**src/rtl/qif_neuron_array.sv**
```systemverilog
// ---------------------------------------------------------------------------
// qif_neuron_array
//
// Purpose:
//   CH quadratic integrate-and-fire neurons sharing one squarer/accumulator
//   datapath. A single-cycle `step` pulse starts a sweep.
//
//   The sweep advances every channel by one Euler step:
//       V <- sat(V + ((V*V) >> SQ_SHIFT) + B)
//
//   If the saturated sum reaches V_PEAK, the channel spikes and V is set to
//   V_RESET. Each channel costs two cycles: SQUARE, then ACCUM. A one-cycle
//   FINISH state publishes the spike vector and pulses `done`.
//
// Optional feature (macro QIF_REFRACTORY_EN):
//   When this macro is defined, every channel has a refractory counter. A
//   spike loads the counter with REF_STEPS. While the counter is nonzero:
//     - the channel's ACCUM step pins V at V_RESET,
//     - B is ignored,
//     - the channel cannot spike,
//     - the counter decrements once per sweep.
//   When the macro is undefined, no counters exist and REF_STEPS is unused.
//
// Ports:
//   clk          in   clock
//   rst          in   synchronous reset, active-high
//   step         in   single-cycle request to start one sweep
//                     (ignored unless IDLE)
//   b_in         in   per-channel signed input current,
//                     channel k at [k*WIDTH +: WIDTH]
//   busy         out  high while a sweep is in progress
//   done         out  one-cycle pulse when a sweep completes
//   spike_vec    out  spike flags of the most recent completed sweep
//   spike_valid  out  one-cycle pulse per spiking channel, during the sweep
//   spike_ch     out  channel index qualified by spike_valid
//   v_sel        in   channel select for membrane readback
//   v_out        out  registered membrane of channel v_sel
//                     (V_RESET if v_sel >= CH)
//
// Handshake:
//   `step` is a request with no back-pressure. It is accepted only in IDLE.
//   From acceptance until the `done` pulse, `busy` is high and further
//   requests are dropped, not queued.
// ---------------------------------------------------------------------------
module qif_neuron_array #(
    parameter int CH        = 4,
    parameter int WIDTH     = 8,
    parameter int SQ_SHIFT  = 6,
    parameter int V_PEAK    = 120,
    parameter int V_RESET   = -64,
    parameter int REF_STEPS = 3
) (
    input  logic                    clk,
    input  logic                    rst,
    input  logic                    step,
    input  logic [CH*WIDTH-1:0]     b_in,
    output logic                    busy,
    output logic                    done,
    output logic [CH-1:0]           spike_vec,
    output logic                    spike_valid,
    output logic [$clog2(CH)-1:0]   spike_ch,
    input  logic [$clog2(CH)-1:0]   v_sel,
    output logic [WIDTH-1:0]        v_out
);

    localparam int CW = $clog2(CH);

    localparam logic signed [WIDTH-1:0]   VRST    = V_RESET[WIDTH-1:0];
    localparam logic signed [WIDTH+1:0]   PEAK    = V_PEAK[WIDTH+1:0];
    localparam logic [2*WIDTH-1:0]        SQ_MAX  = {{(WIDTH+1){1'b0}}, {(WIDTH-1){1'b1}}};
    localparam logic signed [WIDTH+1:0]   SUM_MAX = {3'b000, {(WIDTH-1){1'b1}}};
    localparam logic signed [WIDTH+1:0]   SUM_MIN = {3'b111, {(WIDTH-1){1'b0}}};

    typedef enum logic [1:0] {
        S_IDLE   = 2'd0,
        S_SQUARE = 2'd1,
        S_ACCUM  = 2'd2,
        S_FINISH = 2'd3
    } state_t;

    state_t                   r_state;
    logic [CW-1:0]            r_ch;
    logic [2*WIDTH-1:0]       r_sq;
    logic signed [WIDTH-1:0]  r_v [CH];
    logic [CH-1:0]            r_spk_work;

    logic signed [WIDTH-1:0]   w_v_cur;
    logic signed [WIDTH-1:0]   w_b_cur;
    logic signed [2*WIDTH-1:0] w_sq_full;
    logic [2*WIDTH-1:0]        w_sq_shift;
    logic [WIDTH-1:0]          w_sq_sat;
    logic signed [WIDTH+1:0]   w_sum;
    logic signed [WIDTH+1:0]   w_sat_x;
    logic signed [WIDTH-1:0]   w_sat;
    logic                      w_spike;
    logic signed [WIDTH-1:0]   w_rd;
    logic                      w_last;

`ifdef QIF_REFRACTORY_EN
    localparam int RW = (REF_STEPS > 0) ? $clog2(REF_STEPS + 1) : 1;
    localparam logic [RW-1:0] REF_LOAD = RW'(REF_STEPS);

    logic [RW-1:0] r_ref [CH];
    logic [RW-1:0] w_ref_cur;
    logic          w_in_ref;
`else
    localparam int unused_ref_steps = REF_STEPS;
`endif

    // Operand select for the channel currently in the datapath.
    always_comb begin
        w_v_cur = VRST;
        w_b_cur = '0;
        for (int k = 0; k < CH; k++) begin
            if (r_ch == CW'(k)) begin
                w_v_cur = r_v[k];
                w_b_cur = b_in[k*WIDTH +: WIDTH];
            end
        end
    end

    // Membrane readback: channels beyond CH-1 read as V_RESET.
    always_comb begin
        w_rd = VRST;
        for (int k = 0; k < CH; k++) begin
            if (v_sel == CW'(k)) begin
                w_rd = r_v[k];
            end
        end
    end

`ifdef QIF_REFRACTORY_EN
    always_comb begin
        w_ref_cur = '0;
        for (int k = 0; k < CH; k++) begin
            if (r_ch == CW'(k)) begin
                w_ref_cur = r_ref[k];
            end
        end
    end
    assign w_in_ref = (w_ref_cur != '0);
`endif

    // Signed square is non-negative even for negative V; it fits 2*WIDTH bits
    // because the worst case (-2^(WIDTH-1))^2 is below 2^(2*WIDTH-1).
    assign w_sq_full  = w_v_cur * w_v_cur;

    // Scaled quadratic term, clamped to the largest positive membrane value.
    assign w_sq_shift = r_sq >> SQ_SHIFT;
    assign w_sq_sat   = (w_sq_shift > SQ_MAX) ? SQ_MAX[WIDTH-1:0] : w_sq_shift[WIDTH-1:0];

    // Two guard bits hold V + sq_s + B without overflow before clamping.
    assign w_sum   = {{2{w_v_cur[WIDTH-1]}}, w_v_cur}
                   + {2'b00, w_sq_sat}
                   + {{2{w_b_cur[WIDTH-1]}}, w_b_cur};
    assign w_sat_x = (w_sum > SUM_MAX) ? SUM_MAX :
                     (w_sum < SUM_MIN) ? SUM_MIN : w_sum;
    assign w_sat   = w_sat_x[WIDTH-1:0];
    assign w_spike = (w_sat_x >= PEAK);
    assign w_last  = (r_ch == CW'(CH - 1));

    always_ff @(posedge clk) begin
        if (rst) begin
            r_state     <= S_IDLE;
            r_ch        <= '0;
            r_sq        <= '0;
            r_spk_work  <= '0;
            busy        <= 1'b0;
            done        <= 1'b0;
            spike_vec   <= '0;
            spike_valid <= 1'b0;
            spike_ch    <= '0;
            v_out       <= VRST;
            for (int k = 0; k < CH; k++) begin
                r_v[k] <= VRST;
`ifdef QIF_REFRACTORY_EN
                r_ref[k] <= '0;
`endif
            end
        end else begin
            done        <= 1'b0;
            spike_valid <= 1'b0;
            v_out       <= w_rd;

            case (r_state)
                S_IDLE: begin
                    if (step) begin
                        r_ch       <= '0;
                        r_spk_work <= '0;
                        busy       <= 1'b1;
                        r_state    <= S_SQUARE;
                    end
                end

                S_SQUARE: begin
                    r_sq    <= unsigned'(w_sq_full);
                    r_state <= S_ACCUM;
                end

                S_ACCUM: begin
`ifdef QIF_REFRACTORY_EN
                    if (w_in_ref) begin
                        r_v[r_ch]   <= VRST;
                        r_ref[r_ch] <= w_ref_cur - 1'b1;
                    end else if (w_spike) begin
                        r_v[r_ch]        <= VRST;
                        r_ref[r_ch]      <= REF_LOAD;
                        r_spk_work[r_ch] <= 1'b1;
                        spike_valid      <= 1'b1;
                        spike_ch         <= r_ch;
                    end else begin
                        r_v[r_ch] <= w_sat;
                    end
`else
                    if (w_spike) begin
                        r_v[r_ch]        <= VRST;
                        r_spk_work[r_ch] <= 1'b1;
                        spike_valid      <= 1'b1;
                        spike_ch         <= r_ch;
                    end else begin
                        r_v[r_ch] <= w_sat;
                    end
`endif
                    if (w_last) begin
                        r_state <= S_FINISH;
                    end else begin
                        r_ch    <= r_ch + 1'b1;
                        r_state <= S_SQUARE;
                    end
                end

                S_FINISH: begin
                    spike_vec <= r_spk_work;
                    done      <= 1'b1;
                    busy      <= 1'b0;
                    r_state   <= S_IDLE;
                end

                default: begin
                    r_state <= S_IDLE;
                end
            endcase
        end
    end

endmodule

```
**config.mk**
```make
export PLATFORM = sky130hd
export DESIGN_NAME = qif_neuron_array
export DESIGN_NICKNAME = d
export VERILOG_FILES = /design/src/rtl/qif_neuron_array.sv
export SDC_FILE = /design/constraint.sdc
export NUM_CORES = 1
export LEC_CHECK = 0
export CORE_AREA = 2 2 103 105
export CTS_CLUSTER_SIZE = 28
export DETAILED_ROUTE_END_ITERATION = 10
export DIE_AREA = 0 0 105 107
export PLACE_DENSITY = 0.88
export SETUP_SLACK_MARGIN = 0.2
export SLEW_MARGIN = 15
export SYNTH_ARGS = -nofsm -noshare
export SYNTH_HDL_FRONTEND = slang
export SYNTH_SLANG_ARGS = --single-unit
```
**constraint.sdc**
```tcl
create_clock -name clk -period 17 [get_ports clk]
set_input_delay 3.4 -clock clk [delete_from_list [all_inputs] [get_ports clk]]
set_output_delay 3.4 -clock clk [all_outputs]
set_load 0.1 [all_outputs]
```
==> results.py <==
metrics = {
    "global_routing": {
        "first_global_vias": 4942,
        "grt_max_degree": 28,
        "gr-total-overflow": 0,
        "antenna_found_initial": 0,
        "grt_pass1_wl_um": 23700,
        "gr-usage-all-layers_pct": 26.62,
    },
    "layout": {
        "final_cells": 824,
        "final_area_um2": 6706,
        "fillerInstances": 820,
        "area_growth_pct": 13.63,
        "post-route-util_pct": 66.45,
        "nNetsFinal": 813,
        "n_antenna_cell": 0,
        "multi_input_area_um2": 3800,
        "layout-drive-gt1-share_pct": 7.849,
        "seqCellArea_um2": 1662,
    },
    "drt": {
        "post-route-drc-count": 0,
        "wl_per_cell_um": 17.59,
        "firstDrtPassIters": 5,
        "ant_nets": 0,
        "via_per_inst": 5.925,
        "drt_iter0_markers": 463,
        "vias": 4882,
        "routed_wirelength_um": 14490,
    },
    "clock_tree": {
        "cts_tree": "done",
        "numClockSinks": 67,
        "cts.clk_slew.worst_paths_ns": 0.08,
        "cts_buffers": 9,
        "cts_hold_buffers": 0,
        "postCtsSetupRepairBufs": 0,
        "cts_max_level": 3,
        "post_cts_resize_count": 0,
        "clock_latency_ns": 0.34,
        "clockRootBuffer": "clkbuf_8",
        "ctsLongestPathBuffers": 2,
    },
    "synthesis": {
        "synthMuxAreaShare_pct": 4.113,
        "synth_compound_area_share_pct": 13.70,
        "ys_dominant_reg_cell": "dfxtp_1",
        "synth_top_family_by_area": "adder cells",
        "syn_avg_cell_area_um2": 9.179,
        "syn_inst": 643,
        "async_flop_share_pct": 0,
        "synth-edff-count": 32,
        "synthesis.area_um2": 5902,
        "ys_ff_latch": 67,
        "seq_area_frac_synth_pct": 28.15,
        "ys_types": 57,
        "synth_fa_ha_area_share_pct": 26.71,
        "synth-simple-area-share_pct": 16.77,
        "synthXorXnorAreaFrac_pct": 2.968,
        "yosys_warnings": 0,
    },
    "timing": {
        "slew-limit-headroom_pct": 29.24,
        "worst_slack_ns": 8.302,
        "fmax_ghz": 0.1150,
        "fin_crit_sh_pct": 51.16,
        "fin_skew_ns": 0.008993,
        "finalSetupViolations": 0,
        "hold_violations": 0,
        "drv_slew": 0,
        "holdWs_ns": 0.4542,
        "period_needed_ns": 8.698,
        "fin_tns_setup_ns": 0,
        "rsz0062_at_grt": "false",
        "worst_pin_slew_ns": 1.061,
    },
    "die": {
        "design.portCount": 54,
        "die-area_um2": 11240,
        "initial_core_util_pct": 58.48,
        "die_w_um": 105,
        "die_h_um": 107,
        "num_rows": 37,
        "core_area_um2": 10090,
    },
    "worst_setup_path": {
        "path_max_fanout": 27,
        "required_ns": 17.11,
        "cpPeakStageDelay_ns": 0.70,
        "arrival_ns": 8.81,
        "worstSetupStartpointType": "primary input",
        "crit_type": "primary input to flop",
        "cpMaxStageDelayCell": "nand3_1",
        "end_kind": "flop",
        "cp_cell_sequence": "clkdlybuf4s50_1 > a22oi_1 > nor2_1 > a21oi_1 > o21ai_0 > fa_1 > ha_1 > fa_1 > a211oi_2 > o21ai_1 > a21oi_1 > o211ai_1 > and2_1 > or3_1 > ha_1 > a31oi_1 > a31o_2 > nand3_1 > nor4_1",
    },
    "pwr": {
        "leakage_nw": 2.879,
        "power_density_nw_per_um2": 155.2,
        "p_total_mw": 1.041,
        "peakVddDrop_v": 0.0001928,
    },
    "placement": {
        "gp_congestion": 0.9048,
        "dpl_cell_area_um2": 6519,
        "dp_hpwl_um": 10870,
        "io_buffers": 53,
        "dp_cells": 808,
        "dp_worst_setup_slack_ns": 8.136,
    },
    "outcome": {
        "status": "completed",
    },
    "min_path": {
        "hold_class": "flop to flop",
    },
    "job": {
        "max-cap-violations": 0,
    },
}
## cell usage after synthesis, types with 3 or more instances
library cell,count,area share (%)
fa_1,55,19
nor2_1,73,4.6
buf_2,4,0.34
buf_1,4,0.25
edfxtp_1,32,16
dfxtp_1,35,12
or2_2,11,1.2
nand3_1,9,0.76
ha_1,38,8.1
nand2b_1,6,0.64
a211oi_1,3,0.38
nand4_1,3,0.32
a22oi_1,10,1.3
a21o_1,8,1.0
xor2_1,8,1.2
a31oi_1,3,0.32
a21oi_1,56,4.7
xnor2_1,12,1.8
mux4_2,8,3.1
o21ai_0,11,0.93
nor2b_1,3,0.32
inv_1,76,4.8
and2_1,9,0.95
nand2_1,64,4.1
o211ai_1,4,0.51
a22o_1,5,0.74
mux2i_1,4,0.68
nor4_1,19,2.0
clkbuf_1,22,1.4
nor3_1,5,0.42
nand3b_1,5,0.64
o21ai_1,5,0.42
## layer usage
metal | track usage, % | wire (um)
met5 | 0 | 0
met1 | 33.84 | 5797
met3 | 3.708 | 1022
met2 | 46.94 | 7322
met4 | 8.952 | 349
## state kept, by name (all words and copies together), names as in the netlist, 2 cells and up
register    count
r_ch            2
r_spk_work      4
r_sq           10
r_state         2
r_v            32
spike_ch        2
spike_vec       4
v_out           8
## final cells by class
cell class	count	area share (%)
clock buffers	11	2.276
clock inverters	5	0.5224
inverters	79	4.422
multi-input cells	465	56.66
flip-flops and latches	67	24.78
well taps	136	2.537
repair buffers	61	8.806
## layout by cell type (no fill, tap or decap), types with 3 or more instances in the layout
cell type        count
or2_2               11
a22oi_1             10
mux4_2               8
inv_1               76
nor3_1               5
a21o_1               8
a31oi_1              3
nand2b_1             6
buf_4                8
a22o_1               5
ha_1                38
o21ai_1              5
clkbuf_8             9
nand2_1             64
nand3b_1             5
o21ai_0             11
xor2_1               8
edfxtp_1            32
xnor2_1             12
fa_1                55
nor2b_1              3
nor4_1              19
clkdlybuf4s50_1     53
nand3_1              9
nand4_1              3
o211ai_1             4
and2_1               9
mux2i_1              4
a21oi_1             56
dfxtp_1             35
a211oi_1             3
nor2_1              73
## power breakdown
group / internal, mW / total (mW) / switching, mW
registers: 0.181 / 0.187 / 0.00666
clock network: 0.0621 / 0.126 / 0.0642
logic: 0.309 / 0.727 / 0.418
total: 0.552 / 1.04 / 0.489
## worst max-delay path, delay by kind of cell
family | cells | cell delay, ns
AND/OR/NAND/NOR | 5 | 1.95
adder cells (fa/ha/maj) | 4 | 1.49
AO/OA/AOI/OAI | 9 | 1.49
buffers and inverters | 1 | 0.45
## worst paths after layout
| kind | from | to | slack, ns | depth (start not counted) |
|---|---|---|---|---|
| setup / recovery | b_in[9] | r_v[0][2] | 8.30 | 19 |
| hold / removal | r_sq[7] | r_sq[7] | 0.45 | 2 |
| setup reg to reg | r_ch[1] | r_v[0][2] | 9.03 | 20 |
| hold reg to reg | r_sq[7] | r_sq[7] | 0.45 | 2 |
## kinds of logic (layout without fill, tap and decap cells)
kind of cell,Yosys count,count (layout)
adders and majority gates,93,93
DFF,67,67
buffers and inverters,112,156
muxes,14,14
AOI/OAI and AO/OA,122,122
xor gates and xnor gates,20,20
and+or+nand+nor,214,214
other,1,2
Power figures use the tool's default switching activity.
